`src/rtl/lifo_channel_pointer.sv`:
```
// Stack pointer for one LIFO channel: counts stored entries 0..DEPTH.
// A simultaneous push and pop is a replace and leaves the pointer unchanged.
module lifo_channel_pointer #(
  parameter int DEPTH         = 4,
  parameter int POINTER_WIDTH = 3
) (
  input  logic                     clock,
  input  logic                     resetn,
  input  logic                     push,
  input  logic                     pop,
  input  logic                     flush,
  output logic [POINTER_WIDTH-1:0] pointer,
  output logic                     full,
  output logic                     empty
);

  always_ff @(posedge clock or negedge resetn) begin
    if (!resetn) begin
      pointer <= '0;
    end else if (flush) begin
      pointer <= '0;
    end else if (push && !pop) begin
      pointer <= pointer + POINTER_WIDTH'(1);
    end else if (pop && !push) begin
      pointer <= pointer - POINTER_WIDTH'(1);
    end
  end

  assign full  = (pointer == POINTER_WIDTH'(DEPTH));
  assign empty = (pointer == '0);

endmodule

```
`src/rtl/lifo_multichannel_controller.sv`:
```
// CHANNELS independent LIFO stacks sharing one simple dual-port synchronous RAM.
// Channel c occupies RAM words c*DEPTH .. c*DEPTH+DEPTH-1; the RAM must be read-first.
module lifo_multichannel_controller #(
  parameter int WIDTH         = 8,
  parameter int DEPTH         = 4,
  parameter int CHANNELS      = 2,
  parameter int DEPTH_LOG2    = $clog2(DEPTH),
  parameter int CHANNEL_LOG2  = (CHANNELS > 1) ? $clog2(CHANNELS) : 1,
  parameter int ADDRESS_WIDTH = $clog2(CHANNELS * DEPTH)
) (
  input  logic                                 clock,
  input  logic                                 resetn,
  output logic [CHANNELS-1:0]                  full,
  output logic [CHANNELS-1:0]                  empty,
  output logic [CHANNELS*(DEPTH_LOG2+1)-1:0]   level,
  input  logic [CHANNELS-1:0]                  flush,
  input  logic                                 write_enable,
  input  logic [CHANNEL_LOG2-1:0]              write_channel,
  input  logic [WIDTH-1:0]                     write_data,
  input  logic                                 read_enable,
  input  logic [CHANNEL_LOG2-1:0]              read_channel,
  output logic                                 read_valid,
  output logic [WIDTH-1:0]                     read_data,
  output logic                                 overflow,
  output logic                                 underflow,
  output logic                                 memory_write_enable,
  output logic [ADDRESS_WIDTH-1:0]             memory_write_address,
  output logic [WIDTH-1:0]                     memory_write_data,
  output logic                                 memory_read_enable,
  output logic [ADDRESS_WIDTH-1:0]             memory_read_address,
  input  logic [WIDTH-1:0]                     memory_read_data
);

  localparam int PW = DEPTH_LOG2 + 1;

  logic [PW-1:0]       pointer [CHANNELS];
  logic [CHANNELS-1:0] push_channel;
  logic [CHANNELS-1:0] pop_channel;

  logic          write_in_range, read_in_range;
  logic [PW-1:0] write_pointer, read_pointer;
  logic          write_full, write_flush;
  logic          read_empty, read_flush;
  logic          push_accept, pop_accept, replace;
  logic [PW-1:0] write_slot, read_slot;
  logic          overflow_next, underflow_next;

  for (genvar c = 0; c < CHANNELS; c++) begin : g_channel
    lifo_channel_pointer #(
      .DEPTH         (DEPTH),
      .POINTER_WIDTH (PW)
    ) u_pointer (
      .clock   (clock),
      .resetn  (resetn),
      .push    (push_channel[c]),
      .pop     (pop_channel[c]),
      .flush   (flush[c]),
      .pointer (pointer[c]),
      .full    (full[c]),
      .empty   (empty[c])
    );
    assign level[c*PW +: PW] = pointer[c];
    assign push_channel[c]   = push_accept && (write_channel == CHANNEL_LOG2'(c));
    assign pop_channel[c]    = pop_accept && (read_channel == CHANNEL_LOG2'(c));
  end

  assign write_in_range = (int'(write_channel) < CHANNELS);
  assign read_in_range  = (int'(read_channel) < CHANNELS);

  // Out-of-range channels fall through to the defaults and are rejected below.
  always_comb begin
    write_pointer = '0;
    write_full    = 1'b0;
    write_flush   = 1'b0;
    read_pointer  = '0;
    read_empty    = 1'b1;
    read_flush    = 1'b0;
    for (int c = 0; c < CHANNELS; c++) begin
      if (write_channel == CHANNEL_LOG2'(c)) begin
        write_pointer = pointer[c];
        write_full    = full[c];
        write_flush   = flush[c];
      end
      if (read_channel == CHANNEL_LOG2'(c)) begin
        read_pointer = pointer[c];
        read_empty   = empty[c];
        read_flush   = flush[c];
      end
    end
  end

  // A push that meets an accepted pop on the same channel overwrites the top entry.
  assign pop_accept  = read_enable && read_in_range && !read_flush && !read_empty;
  assign replace     = pop_accept && (write_channel == read_channel);
  assign push_accept = write_enable && write_in_range && !write_flush && (!write_full || replace);

  assign write_slot = replace ? (write_pointer - PW'(1)) : write_pointer;
  assign read_slot  = read_pointer - PW'(1);

  assign memory_write_enable  = push_accept;
  assign memory_write_address = ADDRESS_WIDTH'(int'(write_channel) * DEPTH + int'(write_slot));
  assign memory_write_data    = write_data;
  assign memory_read_enable   = pop_accept;
  assign memory_read_address  = ADDRESS_WIDTH'(int'(read_channel) * DEPTH + int'(read_slot));

  // Ops cancelled by a flush are neither performed nor reported as errors.
  assign overflow_next  = write_enable && !(write_in_range && write_flush) && !push_accept;
  assign underflow_next = read_enable && !(read_in_range && read_flush) && !pop_accept;

  always_ff @(posedge clock or negedge resetn) begin
    if (!resetn) begin
      read_valid <= 1'b0;
      overflow   <= 1'b0;
      underflow  <= 1'b0;
    end else begin
      read_valid <= pop_accept;
      overflow   <= overflow_next;
      underflow  <= underflow_next;
    end
  end

  assign read_data = memory_read_data;

endmodule

```
`config.mk`:
```
export PLATFORM = sky130hd
export DESIGN_NAME = lifo_multichannel_controller
export DESIGN_NICKNAME = d
export VERILOG_FILES = /design/src/rtl/lifo_channel_pointer.sv /design/src/rtl/lifo_multichannel_controller.sv
export SDC_FILE = /design/constraint.sdc
export NUM_CORES = 1
export LEC_CHECK = 0
export CAP_MARGIN = 20
export CORE_MARGIN = 5
export CORE_UTILIZATION = 33
export CTS_BUF_LIST = sky130_fd_sc_hd__clkbuf_4 sky130_fd_sc_hd__clkbuf_8 sky130_fd_sc_hd__clkbuf_16
export DETAILED_ROUTE_END_ITERATION = 12
export GPL_TIMING_DRIVEN = 0
export PLACE_DENSITY = 0.86
export SLEW_MARGIN = 20
export SYNTH_ARGS = -nofsm -noshare
export SYNTH_HDL_FRONTEND = slang
export SYNTH_SLANG_ARGS = --single-unit
```
`constraint.sdc`:
```
create_clock -name clock -period 2.57 [get_ports clock]
set_clock_uncertainty 0.1 [all_clocks]
set_input_delay 0.771 -clock clock [delete_from_list [all_inputs] [get_ports clock]]
set_output_delay 0.771 -clock clock [all_outputs]
set_load 0.005 [all_outputs]
```
### Word-level counts from Yosys, hierarchy flattened

Index checks and enable logic that the tools add are counted.
W data, S select, Z words.

* input bits: 24
* bits in registers: 9
* output and inout bits: 37
* word-level logic and storage cells: 61

* add/subtract/negate cells: 8
* reductions and logical operators: 30
* multiplexer cells: 13
* bitwise logic cells: 2
* eq/ne operators: 3

Operator list (number)
* $mux W3: 9
* $logic_and A1 B1 Y1: 15
* $sub A3 B1 Y3 const B: 4
* $logic_not A1 Y1: 10
* $add A3 B1 Y3 const B: 2
* $add A3 B3 Y3: 2
* $eq A3 B3 Y1 const B: 2
* $logic_not A3 Y1: 2
* $reduce_bool A3 Y1: 2
* $mux W1: 4
* $not A1 Y1: 2
* $eq A1 B1 Y1: 1
* $logic_or A1 B1 Y1: 1

### Logic depth before layout (Yosys ltp)

* depth in word-level cells: 13
* gate-level depth with buffers: 8
* depth with buffers taken out: 8

### Hierarchy

Synthesis repeated with hierarchy kept, for this count alone.

* cells, all modules: 99
* area, all modules: 890.9 um2

By module, submodules not included
* lifo_multichannel_controller: seq. area each 75.1 um2, instances 1, area each 488.0 um2, cells each 61
* lifo_channel_pointer: seq. area each 75.1 um2, instances 2, area each 201.4 um2, cells each 19

### Worst setup path before layout

No wires, ideal clock.

* kind: input port to output port
* from: input port write_channel
* to: output port memory_write_address[2]
* arrival: 1.797 ns
* stages: 5
* setup slack: -0.098 ns
* required time: 1.699 ns
* path buffers: 1
* cells stage by stage: buf_1 -> mux2i_1 -> ha_1 -> and4_1 -> xnor2_1

* cells in the longest elaborated chain, start to end: 4
* elaborated cells between the ends (all ways): 6
* those cells by class: add/sub (2); eq/ne (1); mux (2); reduce/logical (1)

Ends and longest elaborated chain
* start, declared: RTL line lifo_multichannel_controller.sv:18 `input logic [CHANNEL_LOG2-1:0] write_channel,`
* $mux W3 / $eq A1 B1 Y1 (equally long branches): RTL line lifo_multichannel_controller.sv:79, lifo_multichannel_controller.sv:94
* $sub A3 B1 Y3 / $logic_and A1 B1 Y1 (equally long branches): RTL line lifo_multichannel_controller.sv:97, lifo_multichannel_controller.sv:94
* $mux W3: RTL line lifo_multichannel_controller.sv:97 `assign write_slot = replace ? (write_pointer - PW'(1)) : write_pointer;`
* $add A3 B3 Y3 (*): RTL line lifo_multichannel_controller.sv:101 `assign memory_write_address = ADDRESS_WIDTH'(int'(write_channel) * DEPTH + int'(write_slot));`
* end, declared: RTL line lifo_multichannel_controller.sv:27 `output logic [ADDRESS_WIDTH-1:0] memory_write_address,`

Mark *: on every way between the ends. The rest lies on a longest branch, timed or not.

### Worst setup path in the final report

Same ends and word-level chain as after synthesis.

==> implementation parameters <==
Parameter                              Value

Status
  Outcome    finished, violations left
  Violated checks    negative setup slack

Critical path
  Kind of launch point of the worst setup path    input pin
  Worst R2R Path Depth    7
  Crit path launch    write_channel
  Worst Setup EP    memory_write_address[2]
  Largest driver fanout on the critical path    7
  Worst setup EP type    primary output
  WP data arrival    1.83 ns
  Register-to-register setup slack    0 ns
  WP data required    1.70 ns
  Worst reg2reg path startpoint    g_channel[1].u_pointer.pointer[0]
  Reg-to-Reg End    g_channel[1].u_pointer.pointer[1]
  CP Class    input pin to primary output

Clock network
  Clock Latency Late Sink    0.27 ns
  Reg clk slew, reported paths    0.06 ns
  Root buf cell    sky130_fd_sc_hd__clkbuf_4
  H-tree depth reported by CTS    1
  Hold-fix buffer count after cts    0
  TritonCTS Sinks    9
  Number of buffers created by CTS    3
  Number of buffers on the longest clock path    2
  CTS tree    yes

Logic synthesis
  Fraction of synthesis flops using an asynchronous set or reset pin    1.000
  Register area share after synthesis    0.2270
  Dominant cell by count in the synthesized netlist    sky130_fd_sc_hd__buf_4
  Yosys top cell area share    0.2270
  Number of synthesized flops with an enable pin    0
  Leading post-synthesis cells by cell area    sky130_fd_sc_hd__dfrtp_1 (23%), sky130_fd_sc_hd__buf_4 (15%), sky130_fd_sc_hd__mux2i_1 (6.1%), sky130_fd_sc_hd__fa_1 (4.0%), sky130_fd_sc_hd__inv_1 (3.8%)
  Most used DFF post-synth    sky130_fd_sc_hd__dfrtp_1
  Post-synthesis instance area    992.2 µm²
  Synth area leader    sky130_fd_sc_hd__dfrtp_1
  Synthesized netlist net count    144
  Number of distinct library cell variants in the gate-level netlist after synthesis    41
  Avg Synthesized Cell Area    8.553 µm²
  Synth Instances    116
  Top post-synthesis cells by count    sky130_fd_sc_hd__buf_4 (20), sky130_fd_sc_hd__inv_1 (10), sky130_fd_sc_hd__dfrtp_1 (9), sky130_fd_sc_hd__nor2_1 (9), sky130_fd_sc_hd__mux2i_1 (6)
  Flip-flop and latch count after synthesis    9
  Number of synthesis warnings    0

Die
  Io pins    61
  Overall die width    64.84 µm
  Die area    0.004204 mm²
  Site row count    19
  Height of the die    64.84 µm
  Starting density of the core    0.3507
  CORE AREA    0.002829 mm²

Power
  Switching part of the total    0.3757
  Part of the total power dissipated in sequential elements    0.161
  Cell Int Power    0.7574 mW
  Peak supply drop    0.0002934 V
  Clock share of power    0.103
  Switching power total    0.4558 mW
  Cell leakage power    0.8984 nW
  Proportion of power drawn by combinational gates    0.736
  Pwr dens    603.8 mW/mm²

Timing
  Achievable clock frequency    369.6 MHz
  Hold WS    0.5460 ns
  Least-Margin Pin Slew    0.4253 ns
  Total negative slack for setup checks    -0.6297 ns
  Tightest slew margin relative to the limit    0.7140
  Number of max-slew violations in the final report    0
  Share of the clock period used by the worst path after layout    1.053
  Number of endpoints failing setup at the final stage    8
  Min Clock Period, post-route    2.706 ns
  Setup repair after global routing missed its margin    yes
  Final-report hold violation count    0
  Final worst setup slack    -0.1357 ns

Routing
  Number of design rule violations left after detail routing    0
  Number of violations reported at the end of detailed-routing iteration 0    81
  First drt pass iteration count    4
  Number of nets with antenna violations after detailed routing    0
  Total number of vias    1181
  Vias/cell    5.226
  Wire length per cell after detailed routing    17.69 µm
  Aggregate routed wire length    3998 µm

Finish
  Ant. Diodes    0
  Number of cells in the finished layout apart from fillers    226
  Net count, final    224
  Ratio of cells with drive above 1 in the final layout    0.5744
  Area growth from synthesis to layout    102.5%
  Count of fill cells added during filler insertion    190

Flow run
  Max Cap Violations    0

GRT
  Global Route Usage Sum    0.1798
  Pin count of the biggest net entering global routing    10
  Antenna violations before repair    0
  Grt ovf    0
  Via count of the first global-routing pass    1297
  First-pass GRT wire length    5906 µm

Hold path
  Instance count along the most critical hold path    2
  Worst hold-check path type    register to register

Place
  Last weighted congestion value of the routability-driven placer    0.8249
  Placed instance count    191
  Number of input and output port buffers inserted    44
  HPWL Detailed    2313 µm
[metrics by stage]
step | setup slack [ns] | instance area (µm²) | utilization | power [mW]
2_1_floorplan | 0.002717 | 1013 | - | 0.4921
3_3_place_gp | -1.255 | 1493 | 0.5276 | 0.7452
3_5_place_dp | -1.321 | 1493 | 0.5276 | 0.7670
4_1_cts | -0.1493 | 1879 | 0.6643 | 1.104
5_1_grt | -0.2093 | 2009 | 0.7103 | 1.286
6_report | -0.1357 | 2009 | 0.7103 | 1.213
[registers in the layout, indices dropped and copies added, names as in the netlist]
signal,cells
overflow,1
g_channel.u_pointer.pointer,6
underflow,1
read_valid,1
[final cells by class]
type                       instances  area, µm²  area share
tap                               31      38.79     0.01930
multi-input combinational         75      799.5      0.3979
sequential                         9      232.7      0.1158
inverter                          10      40.04     0.01993
timing repair buffer              75      688.2      0.3425
buffer                            22      180.2     0.08966
clock buffer                       4      30.03     0.01494
[power groups by stage]
stage / combinational, mW / sequential, mW / clock (mW)
detailed placement: 0.544 / 0.223 / 0
CTS: 0.789 / 0.192 / 0.123
floorplan: 0.282 / 0.210 / 0
global route: 0.955 / 0.197 / 0.135
global placement: 0.523 / 0.222 / 0
finish: 0.893 / 0.195 / 0.125
[cells by family (layout without fill, tap and decap cells)]
group	after synthesis	after routing	synth area share
AOI/OAI and AO/OA	19	19	0.1425
muxes	9	9	0.09458
xor gates and xnor gates	4	4	0.03531
DFF	9	9	0.2270
and+or+nand+nor	39	39	0.2383
buffers and inverters	32	111	0.1967
adders and majority gates	4	4	0.06557
[worst max-delay path, stage by stage]
cell	delay [ns]
sky130_fd_sc_hd__buf_8	0.08
sky130_fd_sc_hd__buf_8	0.13
sky130_fd_sc_hd__mux2i_4	0.24
sky130_fd_sc_hd__ha_2	0.19
sky130_fd_sc_hd__and4_1	0.18
sky130_fd_sc_hd__xnor2_1	0.11
sky130_fd_sc_hd__buf_2	0.13
[worst min path at each step]
stage | from | slack (ns) | endpoint
floorplan | resetn | 0.38 | g_channel[0].u_pointer.pointer[0]
global placement | g_channel[1].u_pointer.pointer[2] | 0.54 | g_channel[1].u_pointer.pointer[2]
detailed placement | g_channel[1].u_pointer.pointer[2] | 0.55 | g_channel[1].u_pointer.pointer[2]
CTS | g_channel[1].u_pointer.pointer[2] | 0.52 | g_channel[1].u_pointer.pointer[2]
global route | g_channel[1].u_pointer.pointer[2] | 0.56 | g_channel[1].u_pointer.pointer[2]
finish | g_channel[1].u_pointer.pointer[2] | 0.55 | g_channel[1].u_pointer.pointer[2]
[layer usage]
layer | share of wire | global-route usage
met2 | 0.53 | 0.3295
met4 | 0.040 | 0.1029
met5 | 0 | 0
met1 | 0.35 | 0.1760
met3 | 0.076 | 0.05872
[cells in the final DEF, fill, tap and decap left out, types with 3 or more instances in the layout]
cell type	Yosys	layout
sky130_fd_sc_hd__o211ai_1	3	3
sky130_fd_sc_hd__nand3_1	3	3
sky130_fd_sc_hd__clkbuf_4	0	4
sky130_fd_sc_hd__inv_1	10	8
sky130_fd_sc_hd__nand2_1	5	4
sky130_fd_sc_hd__or3_4	2	3
sky130_fd_sc_hd__dfrtp_1	9	3
sky130_fd_sc_hd__buf_6	0	6
sky130_fd_sc_hd__mux2i_4	0	4
sky130_fd_sc_hd__nor2_1	9	7
sky130_fd_sc_hd__clkdlybuf4s50_1	0	26
sky130_fd_sc_hd__buf_2	0	8
sky130_fd_sc_hd__buf_8	0	4
sky130_fd_sc_hd__dlygate4sd2_1	0	5
sky130_fd_sc_hd__dfrtp_2	0	6
sky130_fd_sc_hd__buf_4	20	44
[timing repair]
action / in CTS / in global routing
setup endpoints to repair: 15 / 11
hold endpoints to repair: 0 / 0
gates resized for setup: 103 / 24
setup buffers: 26 / 4
cloned: 1 / 0
pin swaps: 8 / 9
Power figures use the tool's default switching activity.
